--- config.mk ---
export PLATFORM = sky130hd
export DESIGN_NAME = clock_period_meter
export DESIGN_NICKNAME = d
export VERILOG_FILES = /design/src/rtl/clock_period_meter_pkg.sv /design/src/rtl/clock_period_meter_sync_edge_detect.sv /design/src/rtl/clock_period_meter.sv
export SDC_FILE = /design/constraint.sdc
export NUM_CORES = 1
export LEC_CHECK = 0
export ABC_AREA = 1
export CAP_MARGIN = 20
export CORE_MARGIN = 2
export CORE_UTILIZATION = 41
export DETAILED_ROUTE_END_ITERATION = 10
export PLACE_DENSITY = 0.72
export RECOVER_POWER = 50
export SLEW_MARGIN = 15
export SYNTH_ARGS = -nofsm -noshare
export SYNTH_HDL_FRONTEND = slang
export SYNTH_SLANG_ARGS = --single-unit
export TNS_END_PERCENT = 5
--- constraint.sdc ---
create_clock -name clk -period 1.3 [get_ports clk]
set_clock_uncertainty 0.05 [all_clocks]
set_input_delay 0.26 -clock clk [delete_from_list [all_inputs] [get_ports clk]]
set_output_delay 0.26 -clock clk [all_outputs]
set_load 0.02 [all_outputs]
--- src/rtl/clock_period_meter_pkg.sv ---
// Shared definitions for the slow-clock period meter: FSM encoding and defaults.
package clock_period_meter_pkg;

  // IDLE waits for an arming edge; MEASURE counts between consecutive rises.
  typedef enum logic {
    ST_IDLE    = 1'b0,
    ST_MEASURE = 1'b1
  } meas_state_e;

  localparam int DEF_WIDTH       = 8;
  localparam int DEF_SYNC_STAGES = 2;

endpackage : clock_period_meter_pkg

--- src/rtl/clock_period_meter_sync_edge_detect.sv ---
// Synchroniser for an asynchronous slow clock with a registered rise pulse and
// a level output aligned to that pulse. Reusable by other slow-clock monitors.
module sync_edge_detect #(
  parameter int SYNC_STAGES = 2
) (
  input  logic clk,
  input  logic rst,
  input  logic i_async,
  output logic o_level,
  output logic o_rise
);

  logic [SYNC_STAGES-1:0] r_sync;
  logic                   r_s_d;
  logic                   r_rise;
  logic                   w_s;

  assign w_s = r_sync[SYNC_STAGES-1];

  // Synchroniser chain, delayed copy of the synced level, and registered rise.
  always_ff @(posedge clk or posedge rst) begin
    if (rst) begin
      r_sync <= '0;
      r_s_d  <= 1'b0;
      r_rise <= 1'b0;
    end else begin
      r_sync <= {r_sync[SYNC_STAGES-2:0], i_async};
      r_s_d  <= w_s;
      r_rise <= w_s & ~r_s_d;
    end
  end

  // r_s_d is the level that produced r_rise, so high-time counting lines up
  // with the edge the counters restart on.
  assign o_level = r_s_d;
  assign o_rise  = r_rise;

endmodule : sync_edge_detect

--- src/rtl/clock_period_meter.sv ---
// Measures period and high time of a slow asynchronous clock in clk cycles and
// flags a stopped or too-slow input.
//
// Handshake: valid is a one-cycle strobe with no ready; period/high_time are
// stable from the valid cycle until the next valid (they also hold over a stall).
module clock_period_meter
  import clock_period_meter_pkg::*;
#(
  parameter int WIDTH       = DEF_WIDTH,
  parameter int SYNC_STAGES = DEF_SYNC_STAGES
) (
  input  logic             clk,
  input  logic             reset,
  input  logic             clk_in,
  output logic [WIDTH-1:0] period,
  output logic [WIDTH-1:0] high_time,
  output logic             valid,
  output logic             locked,
  output logic             stalled,
  output meas_state_e      dbg_state
);

  localparam logic [WIDTH-1:0] CNT_MAX = '1;
  localparam logic [WIDTH-1:0] CNT_ONE = WIDTH'(1);

  logic w_level;
  logic w_rise;

  meas_state_e      r_state,  w_state_nxt;
  logic [WIDTH-1:0] r_cnt,    w_cnt_nxt;
  logic [WIDTH-1:0] r_hcnt,   w_hcnt_nxt;
  logic [WIDTH-1:0] r_period, w_period_nxt;
  logic [WIDTH-1:0] r_high,   w_high_nxt;
  logic             r_valid,  w_valid_nxt;
  logic             r_locked, w_locked_nxt;
  logic             r_stalled, w_stalled_nxt;

  sync_edge_detect #(
    .SYNC_STAGES (SYNC_STAGES)
  ) u_sync (
    .clk     (clk),
    .rst     (reset),
    .i_async (clk_in),
    .o_level (w_level),
    .o_rise  (w_rise)
  );

  // State, counters and output registers.
  always_ff @(posedge clk or posedge reset) begin
    if (reset) begin
      r_state   <= ST_IDLE;
      r_cnt     <= '0;
      r_hcnt    <= '0;
      r_period  <= '0;
      r_high    <= '0;
      r_valid   <= 1'b0;
      r_locked  <= 1'b0;
      r_stalled <= 1'b0;
    end else begin
      r_state   <= w_state_nxt;
      r_cnt     <= w_cnt_nxt;
      r_hcnt    <= w_hcnt_nxt;
      r_period  <= w_period_nxt;
      r_high    <= w_high_nxt;
      r_valid   <= w_valid_nxt;
      r_locked  <= w_locked_nxt;
      r_stalled <= w_stalled_nxt;
    end
  end

  // Next-state and datapath: a rise wins over saturation, so a period of
  // exactly CNT_MAX cycles is still measured rather than reported as a stall.
  always_comb begin
    w_state_nxt   = r_state;
    w_cnt_nxt     = r_cnt;
    w_hcnt_nxt    = r_hcnt;
    w_period_nxt  = r_period;
    w_high_nxt    = r_high;
    w_valid_nxt   = 1'b0;
    w_locked_nxt  = r_locked;
    w_stalled_nxt = r_stalled;
    case (r_state)
      ST_IDLE: begin
        if (w_rise) begin
          w_cnt_nxt   = CNT_ONE;
          w_hcnt_nxt  = CNT_ONE;
          w_state_nxt = ST_MEASURE;
        end
      end
      ST_MEASURE: begin
        if (w_rise) begin
          w_period_nxt  = r_cnt;
          w_high_nxt    = r_hcnt;
          w_valid_nxt   = 1'b1;
          w_locked_nxt  = 1'b1;
          w_stalled_nxt = 1'b0;
          w_cnt_nxt     = CNT_ONE;
          w_hcnt_nxt    = CNT_ONE;
        end else if (r_cnt == CNT_MAX) begin
          w_stalled_nxt = 1'b1;
          w_locked_nxt  = 1'b0;
          w_state_nxt   = ST_IDLE;
        end else begin
          w_cnt_nxt  = r_cnt + CNT_ONE;
          w_hcnt_nxt = r_hcnt + {{(WIDTH-1){1'b0}}, w_level};
        end
      end
      default: w_state_nxt = ST_IDLE;
    endcase
  end

  assign period    = r_period;
  assign high_time = r_high;
  assign valid     = r_valid;
  assign locked    = r_locked;
  assign stalled   = r_stalled;
  assign dbg_state = r_state;

endmodule : clock_period_meter

After elaboration in Yosys (flattened, before gate mapping)
Index checks and enable logic that the tools add are counted.
{"block": "word_totals", "register_bits": 40, "latchBits": 0, "ramBits": 0, "romBits": 0, "input_bits": 3, "out_inout_bits": 20, "word_cells": 39, "memories": 0}
{"block": "op_classes", "add_sub_neg": 2, "mul": 0, "div_mod_pow": 0, "magnitude_cmp": 0, "eq_ne": 3, "shift": 0, "muxes": 16, "bitwise_logic": 3, "n_reduce_logical": 4}
{"cell": "two-way mux 8 bit", "count": 5}
{"cell": "case mux 8 bit (2 select lines)", "count": 2}
{"cell": "adder 8 x 1 -> 8 bit", "count": 1}
{"cell": "adder 8 x 1 -> 8 bit, second input constant", "count": 1}
{"cell": "equality test 8 bit, second input constant", "count": 1}
{"cell": "two-way mux 1 bit", "count": 8}
{"cell": "AND reduction 2 bit", "count": 3}
{"cell": "!= test 3 x 2 -> 1 bit, second input constant", "count": 1}
{"cell": "!= test 2 x 1 -> 1 bit, second input constant", "count": 1}
{"cell": "NOT 1 bit", "count": 2}
{"cell": "case mux 1 bit (2 select lines)", "count": 1}
{"cell": "nonzero test 2 bit", "count": 1}
{"cell": "AND 1 bit", "count": 1}

Depth between registers and ports, before layout
Gate-level depths: netlist of the first run.
{"block": "logic_depth", "word_depth": 4, "ltp_mapped": 9, "ltp_nobuf": 8}

Modules after synthesis
A second synthesis of the first run with hierarchy kept.
{"block": "hier_totals", "cells_unflattened": 195, "area_unflattened_um2": 1811.7}
{"module": "clock_period_meter", "instances": 1, "cells_per_inst": 188, "area_each_um2": 1697.9}
{"module": "sync_edge_detect", "instances": 1, "cells_per_inst": 7, "area_each_um2": 113.9}

Least setup slack after synthesis of the first run
Ideal clock, no wire load.
{"block": "synth_path", "path_type": "register to register", "startpoint": "reg r_cnt[1]", "endpoint": "reg r_hcnt[0]", "t_arrival_ns": 1.239, "t_required_ns": 1.133, "slack_ns": -0.106, "path_stages_with_launch": 10, "cell_sequence": "dfrtp_1 ha_1 nand2_2 nor2_4 nand2_4 nand2_4 nand2_4 buf_6 nor2_2 nor2_1"}
{"block": "synth_via", "elab_chain_cells": 3}
{"item": "start, declared", "line_no": "clock_period_meter.sv:30", "rtl": "logic [WIDTH-1:0] r_cnt, w_cnt_nxt;"}
{"item": "start signal, assigned", "line_no": "clock_period_meter.sv:61", "rtl": "r_cnt <= w_cnt_nxt;"}
{"item": "equality test 8 bit", "line_no": "clock_period_meter.sv:99", "rtl": "end else if (r_cnt == CNT_MAX) begin"}
{"item": "!= test 3 x 2 -> 1 bit (no line)"}
{"item": "AND reduction 2 bit (no line)"}
{"item": "end signal, assigned", "line_no": "clock_period_meter.sv:62", "rtl": "r_hcnt <= w_hcnt_nxt;"}
{"item": "end, declared", "line_no": "clock_period_meter.sv:31", "rtl": "logic [WIDTH-1:0] r_hcnt, w_hcnt_nxt;"}
No other way between the ends.
A chain may end at the register's enable or synchronous reset.

Worst setup path after layout of the first run
{"block": "layout_path", "startpoint": "reg r_cnt[1]", "endpoint": "reg r_hcnt[5]"}
Same word-level chain as after synthesis.

==> results of run 1 <==
metrics by stage:
stage	hold slack (ns)	setup WS (ns)
final	0.302	-0.0554
after global routing	0.310	-0.178
after CTS	0.267	-0.0784
after detailed placement	0.287	-0.0868
after global placement	0.286	-0.0420
after floorplan	0.241	-0.0941
critical path: stages (launching register included):
cell	delay, ns
dfrtp_1	0.36
ha_2	0.19
nand2_2	0.07
nor2_4	0.12
nand2_4	0.09
nand2_4	0.11
buf_4	0.12
nor2_1	0.03
nor2_1	0.07
nor2_1	0.05
synthesized netlist by cell type:
cell	number	area, um^2
nand2_1	47	176
dfrtp_1	40	1000
inv_1	22	82.6
o21ai_0	18	90.1
nor2_1	14	52.6
nand3_1	11	55.1
nand4_1	5	31.3
nand2_2	4	25.0
o21ai_2	4	35.0
o22ai_2	4	50.1
clkbuf_1	3	11.3
ha_1	3	37.5
nand2_4	3	33.8
o21ai_1	3	15.0
inv_2	2	7.51
nor2_2	2	12.5
nor2_4	2	22.5
nor3_1	2	10.0
xnor2_1	2	17.5
xor2_1	2	17.5
buf_4	1	7.51
buf_6	1	11.3
o21a_1	1	7.51
path summary, 6_finish.rpt:
kind	from	endpoint	slack, ns	depth (start not counted)
max reg2reg	r_cnt[1]	r_hcnt[5]	-0.06	9
max in group asynchronous	reset	high_time[2]	0.33	3
max	r_cnt[1]	r_hcnt[5]	-0.06	9
min in group asynchronous	reset	high_time[1]	0.51	3
min	u_sync.r_sync[0]	u_sync.r_sync[1]	0.30	0
min reg2reg	u_sync.r_sync[0]	u_sync.r_sync[1]	0.30	0
layer usage:
layer,GRT usage (%),vias up,part of all wire (%),routed length (um)
met5,0,-,0,0
met4,7.69,0,2.1,76
met3,3.90,5,3.8,138
met2,24.9,21,48,1740
met1,20.7,673,46,1670
li1,-,720,-,-
logic make-up after synthesis:
family | after synthesis | synth area share, %
DFF | 40 | 55.3
AOI/OAI and AO/OA | 30 | 10.9
xor gates and xnor gates | 4 | 1.94
and+or+nand+nor | 90 | 23.2
buffers and inverters | 29 | 6.63
adders and majority gates | 3 | 2.07
cell type report:
class | count | area (um^2) | area share, %
Sequential cell | 40 | 1000 | 43.3
Tap cell | 52 | 65.1 | 2.81
Multi-Input combinational cell | 127 | 741 | 32.0
Timing Repair Buffer | 43 | 305 | 13.2
Clock buffer | 6 | 72.6 | 3.14
Inverter | 24 | 92.6 | 4.00
Clock inverter | 2 | 35.0 | 1.52
what timing repair did:
| item | 4_1_cts | 5_1_grt |
|---|---|---|
| hold buffers | 0 | 0 |
| pin swaps | 1 | 1 |
| endpoints found under the hold margin | 0 | 0 |
| gates resized for setup | 44 | 27 |
| endpoints found under the setup margin | 36 | 36 |
state kept, by name (all words and copies together) (netlist names):
register / cells
dbg_state: 1
high_time: 8
locked: 1
period: 8
r_cnt: 8
r_hcnt: 8
stalled: 1
u_sync.o_level: 1
u_sync.o_rise: 1
u_sync.r_sync: 2
valid: 1
power by group through the flow:
| stage | combinational [mW] | sequential [mW] | clock, mW |
|---|---|---|---|
| global placement | 1.08 | 1.62 | 0 |
| floorplan | 0.526 | 1.74 | 0 |
| global route | 1.13 | 1.66 | 1.08 |
| detailed placement | 1.09 | 1.64 | 0 |
| finish | 1.02 | 1.63 | 0.998 |
| CTS | 1.05 | 1.61 | 1.03 |
==> run metrics, run 1 <==
status=finished, violations left; violated checks=setup timing; Core ar.=0.00429 mm^2; fill count=397; I/O Pins=23; Seq/Total Area, Yosys=55.3%; first-pass GRT wire length=6210 um; synth unique cells=23; switching share of power=32.0%; Die H=70.5 um; type of origin of the critical path=flop; combinational power share=27.9%; relative max-transition margin=64.0%; Worst-Skew Late Latency=0.29 ns; commonest non-fill, non-tap cells in the layout=nand2_1, dfrtp_1, inv_1; Slew @ Worst Pin=0.541 ns; DRC=0; placed cell area=0.00225 mm^2; Final setup viols=8; CTS H-tree lvls=2; post-route setup slack=-0.0554 ns; Post-DRT Antenna Nets=0; Pre-antenna DRT Iters=4; data required time of the worst path=1.44 ns; fraction of final layout cells sized beyond drive strength 1=30.2%; LEAKAGE=1.14 nW; Post-Syn Nets=202; vias=1,419; Inserted Diodes=0; Syn Area/Cell=9.24 um^2; synthesis-to-layout area growth=27.7%; Initial Utilization=42.2%; Cell Pwr Density=1580 mW/mm^2; initial antenna violation count=0; most common cell after layout, fill and taps aside=nand2_1; worst min-delay path class=flop to flop; post-CTS setup buffer count=0; Tot Pwr=3.65 mW; fin util=53.8%; Overall Global Routing Usage=16.0%; DP HPWL=2470 um; total gr overflow=0; crit share post-route=104%; Max FO, Critical Path=4; Synthesis Warnings=0; final hold vios=0; number of synthesized register bits=40; IO buf count=22; critical path type=flop to flop; Clock Path Buffers=2; Post-Synthesis Cells=196; FP Rows=24; CP Capture Type=flop; fin cells=294; placed cell count=286; final wirelength=3620 um; Seq pwr share=44.7%; clock root cell=clkbuf_8; Netlist Area Pre-Place=0.00181 mm^2; number of global-route vias before repair=1,340; CTS tree=done; maxcap violations=0; DRT iter0 DRCs=60; CTS clk-pin slew, worst paths=0.08 ns; pin count of the biggest net entering global routing=41; Fin Setup TNS=-0.204 ns; Worst VDD drop=960 uV; Internal Power=2.48 mW; clock share of power=27.4%; TritonCTS buffer count=5; Peak Freq=0.738 GHz; GP Congestion=0.854; Pins Over Slew Limit=0; NetSw=1.17 mW; Tmin final=1.36 ns; RSZ-0062 raised after global routing=true; Layout Nets=247; die area=0.00496 mm^2; clk sink count=40; post-layout instance area=0.00231 mm^2; DR WL/cell=12.3 um; Via-to-Cell Ratio=4.83; die width=70.5 um; Arr. time, crit path=1.50 ns
(Power assumes the default switching activity.)
==> run 2: changes to the inputs <==
CORE_MARGIN = 1.5   (was 2)
==> run 2 against run 1 <==
  * The flow still finishes with violations (setup timing)
  * Combinational power about the same
  * Worst setup slack better by 0.00065 ns
  * Global-route usage up 0.18 points
  * Critical path type unchanged
  * Sequential power is essentially flat
  * Fmax about the same
  * Final cell count shrank 0.68%
  * First-iteration DRC count up 42%
  * Sequential cell count unchanged
  * Highest routed layer unchanged
  * Via count fell by 2.5%
  * Non-clock buffer count unchanged
  * Count of clock-buffer cells in the layout increased by 2
  * Clock power is 16% lower
==> run metrics, run 2 (same netlist as run 1, synthesis figures left out) <==
synthesis-to-layout area growth=24.9%; die area=0.00482 mm^2; I/O Pins=23; post-CTS setup buffer count=0; Slowest-stage cell, CP=dfrtp_1; fraction of final layout cells sized beyond drive strength 1=30.6%; WHS Endpoint=u_sync.r_sync[1]; DRC=0; pin count of the biggest net entering global routing=41; CTS clk-pin slew, worst paths=0.07 ns; Slew @ Worst Pin=0.559 ns; post-layout instance area=0.00226 mm^2; Hold Path Cell Cnt=0; CP Capture Type=flop; critical path depth=9; Final setup viols=13; most common cell after layout, fill and taps aside=nand2_1; Worst-Skew Late Latency=0.29 ns; worst reg-to-reg path cell count=9; CP bufs+invs=1; post-route setup slack=-0.0548 ns; FP Rows=23; CP max stage delay=0.36 ns; critical path's top delay family=simple AND/OR/NAND/NOR gates; die width=69.5 um; LEAKAGE=1.12 nW; Inserted Diodes=0; Max FO, Critical Path=5; IO buf count=22; R2R Path End=r_hcnt[5]; Fin Setup TNS=-0.263 ns; Cell Pwr Density=1530 mW/mm^2; routed wl met3=150 um; crit share post-route=104%; Arr. time, crit path=1.49 ns; CTS tree=done; DP HPWL=2490 um; clk sink count=40; critical path type=flop to flop; reg-to-reg setup timing slack=-0.05 ns; Peak Freq=0.738 GHz; most frequent CP cell=nor2_1; Post-DRT Antenna Nets=0; placed cell area=0.00225 mm^2; TritonCTS buffer count=5; Worst VDD drop=864 uV; number of global-route vias before repair=1,382; Tmin final=1.35 ns; maxcap violations=0; type of origin of the critical path=flop; data required time of the worst path=1.44 ns; CTS H-tree lvls=2; commonest non-fill, non-tap cells in the layout=nand2_1, dfrtp_1, inv_1; initial antenna violation count=0; Pins Over Slew Limit=0; worst min-delay path class=flop to flop; hold_sp=u_sync.r_sync[0]; RSZ-0062 raised after global routing=true; total gr overflow=0; clock root cell=clkbuf_8; met2 routed WL=1610 um; status=finished, violations left; Initial Utilization=44.0%; first-pass GRT wire length=6200 um; Core ar.=0.00412 mm^2; final hold vios=0; Die H=69.5 um; final wirelength=3460 um; Overall Global Routing Usage=16.1%; DRT iter0 DRCs=85; GP Congestion=0.900; Via-to-Cell Ratio=4.74; reg2reg start=r_cnt[1]; violated checks=setup timing; Pre-antenna DRT Iters=4; Clock Path Buffers=2; vias=1,383; DR WL/cell=11.8 um; top sig layer=met4; WL met1=1640 um; Layout Nets=247; worst-path cell chain=ha_2 > nand2_2 > nor2_4 > nand2_4 > nand2_4 > buf_4 > nor2_1 > nor2_1 > nor2_1; relative max-transition margin=62.8%
run 2: how the worst max path moves through the flow:
stage / start / endpoint / slack (ns)
2_1_floorplan: r_cnt[1] / r_hcnt[0] / -0.09
3_3_place_gp: r_hcnt[0] / r_hcnt[4] / -0.04
3_5_place_dp: r_hcnt[0] / r_hcnt[6] / -0.08
4_1_cts: r_cnt[0] / r_hcnt[5] / -0.06
5_1_grt: r_cnt[0] / r_hcnt[5] / -0.15
6_report: r_cnt[1] / r_hcnt[5] / -0.05
run 2: metrics by stage:
| stage | std cells | worst slack, ns | util (%) | total power [mW] | hold WS, ns |
|---|---|---|---|---|---|
| after floorplan | 196 | -0.0941 | - | 2.26 | 0.241 |
| after global placement | 284 | -0.0371 | 54.6 | 2.71 | 0.287 |
| after detailed placement | 284 | -0.0767 | 54.6 | 2.73 | 0.292 |
| after CTS | 292 | -0.0571 | 57.2 | 3.55 | 0.274 |
| after global routing | 292 | -0.155 | 55.0 | 3.69 | 0.310 |
| final | 292 | -0.0548 | 55.0 | 3.47 | 0.306 |
run 2: worst reg2reg max path: stages (launching register included):
cell	delay [ns]
dfrtp_1	0.36
ha_2	0.20
nand2_2	0.07
nor2_4	0.11
nand2_4	0.08
nand2_4	0.10
buf_4	0.12
nor2_1	0.03
nor2_1	0.08
nor2_1	0.05
run 2: metal layers:
metal	up-vias	global-route usage (%)
met2	28	25.9
li1	711	-
met3	9	5.67
met5	-	0
met1	635	20.2
met4	0	5.66
run 2: power by group:
part | leakage, nW | internal [mW] | switching [mW]
clock | 0.0455 | 0.433 | 0.411
combinational | 0.558 | 0.444 | 0.575
sequential | 0.520 | 1.45 | 0.149
total | 1.12 | 2.33 | 1.13
run 2: what timing repair did:
item,4_1_cts,5_1_grt
resized for setup,47,25
endpoints found under the hold margin,0,0
pin swaps,3,1
hold buffers,0,0
endpoints found under the setup margin,36,38
run 2: layout make-up:
type | instances | area [um^2]
fill | 388 | 1850
sequential | 40 | 1000
multi-input combinational | 127 | 721
timing repair buffer | 43 | 295
inverter | 24 | 92.6
clock buffer | 8 | 90.1
tap | 50 | 62.6
==> run 3: changes to the inputs <==
CTS_CLUSTER_SIZE = 40   (was unset)
clock period = 1.2 ns   (was 1.3 ns; I/O delays follow)
==> run 3 against run 2 <==
  * Hold slack lost 0.0019 ns
  * First-iteration DRC count is 13% lower
  * Worst setup slack worse by 0.086 ns
  * Largest cell class unchanged
  * Combinational power is 20% higher
  * Via count rose by 4.0%
  * Critical endpoint unchanged
  * Utilization increased by 2.6 points
  * Non-clock buffer count rose by 8
  * Register-to-register slack worse by 0.09 ns
  * Sequential power is 8% higher
  * Clock power is 33% higher
  * The flow still finishes with violations (setup timing)
  * Final area rose by 4.6%
  * Routed wire length is 9.3% higher
==> run metrics, run 3 (same netlist as run 1, synthesis figures left out) <==
CTS clk-pin slew, worst paths=0.08 ns; LEAKAGE=1.19 nW; violated checks=setup timing; Layout Nets=255; final hold vios=0; post-CTS setup buffer count=0; Initial Utilization=44.0%; register area=0.00100 mm^2; routed wl met3=122 um; final wirelength=3780 um; CP bufs+invs=1; most common cell after layout, fill and taps aside=nand2_1; Via-to-Cell Ratio=4.80; NetSw=1.32 mW; commonest non-fill, non-tap cells in the layout=nand2_1, dfrtp_1, buf_4; GP Congestion=0.869; Slowest-stage cell, CP=dfrtp_1; CTS tree=done; worst min-delay path class=flop to flop; IO buf count=22; critical path's top delay family=simple AND/OR/NAND/NOR gates; I/O Pins=23; Worst-Skew Late Latency=0.30 ns; die width=69.5 um; CTS H-tree lvls=2; FP Rows=23; pre-CTS setup slack=-0.180 ns; crit share post-route=112%; fraction of final layout cells sized beyond drive strength 1=35.2%; combinational power share=30.0%; Tmin final=1.34 ns; switching share of power=32.4%; Post-DRT Antenna Nets=0; Clock Path Buffers=2; DR WL/cell=12.6 um; total gr overflow=0; CP max stage delay=0.39 ns; TritonCTS buffer count=5; pin count of the biggest net entering global routing=41; cts hold-fix bufs=0; fill count=381; relative max-transition margin=62.3%; CP Capture Type=flop; Internal Power=2.75 mW; Seq pwr share=42.6%; WL met1=1740 um; WHS=0.304 ns; status=finished, violations left; clock root cell=clkbuf_8; synthesis-to-layout area growth=30.8%; Max FO, Critical Path=5; DRC=0; Peak Freq=0.746 GHz; clk sink count=40; Arr. time, crit path=1.53 ns; Overall Global Routing Usage=17.6%; Core ar.=0.00412 mm^2; clock share of power=27.4%; post-route setup slack=-0.141 ns; die area=0.00482 mm^2; first-pass GRT wire length=6600 um; type of origin of the critical path=flop; vias=1,439; data required time of the worst path=1.39 ns; met2 routed WL=1840 um; Die H=69.5 um; most frequent CP cell=nor2_1; Cell Pwr Density=1720 mW/mm^2; critical path type=flop to flop; Final setup viols=19; RSZ-0062 raised after global routing=true; maxcap violations=0; Pins Over Slew Limit=0; DP HPWL=2620 um; initial antenna violation count=0; Pre-antenna DRT Iters=4; top sig layer=met4; Inserted Diodes=0; Worst VDD drop=880 uV; Slew @ Worst Pin=0.565 ns; number of global-route vias before repair=1,400; worst-path cell chain=ha_2 > nand2_2 > nor2_4 > nand2_4 > nand2_8 > buf_4 > nor2_1 > nor2_1 > nor2_1; DRT iter0 DRCs=74; footprint of the multi-input gates=754 um^2
[run 3: cell count changes in the layout (fill, tap and decap cells not counted), moves of 2 or more]
cell and change:
buf_2 +19, clkbuf_2 -18, buf_4 +7, o21ai_1 -3, buf_6 +2, clkbuf_1 -2, ha_2 -2, ha_4 +2
o21ai_2 +2
[run 3: metrics by stage]
step	utilization (%)	setup TNS (ns)	instance area, um^2	cells	power, mW
after floorplan	-	-2.46	1810	196	2.45
after global placement	55.8	-1.60	2300	292	2.99
after detailed placement	55.8	-2.42	2300	292	3.02
after CTS	57.2	-2.00	2350	300	4.11
after global routing	57.5	-3.54	2370	300	4.33
final	57.5	-1.99	2370	300	4.07
[run 3: worst paths after layout]
kind / depth (start not counted) / endpoint / startpoint / slack (ns)
worst max-delay path: 9 / r_hcnt[5] / r_cnt[0] / -0.14
worst min-delay path: 0 / u_sync.r_sync[1] / u_sync.r_sync[0] / 0.30
worst max register to register: 9 / r_hcnt[5] / r_cnt[0] / -0.14
worst min register to register: 0 / u_sync.r_sync[1] / u_sync.r_sync[0] / 0.30
max in group asynchronous: 3 / high_time[0] / reset / 0.22
min in group asynchronous: 3 / u_sync.r_sync[0] / reset / 0.49
[run 3: layer usage]
metal	up-vias	global-route usage (%)
li1	731	-
met1	682	21.9
met2	20	28.4
met3	6	4.94
met4	0	7.84
met5	-	0
[run 3: layout make-up]
type	instances	area share, %
clock buffer	5	2.91
clock inverter	3	1.80
inverter	24	3.91
multi-input combinational	127	31.9
sequential	40	42.3
tap	50	2.64
timing repair buffer	51	14.6
[run 3: timing repair]
action                     4_1_cts  5_1_grt
pin swaps                        2        0
resized for setup               92        6
setup endpoints to repair       39       28
[run 3: power groups by stage]
stage               Sequential (mW)  Combinational [mW]  Clock (mW)
global route                   1.77                1.37        1.20
global placement               1.74                1.25           0
CTS                            1.74                1.22        1.16
finish                         1.73                1.22        1.12
detailed placement             1.75                1.27           0
floorplan                      1.88               0.569           0
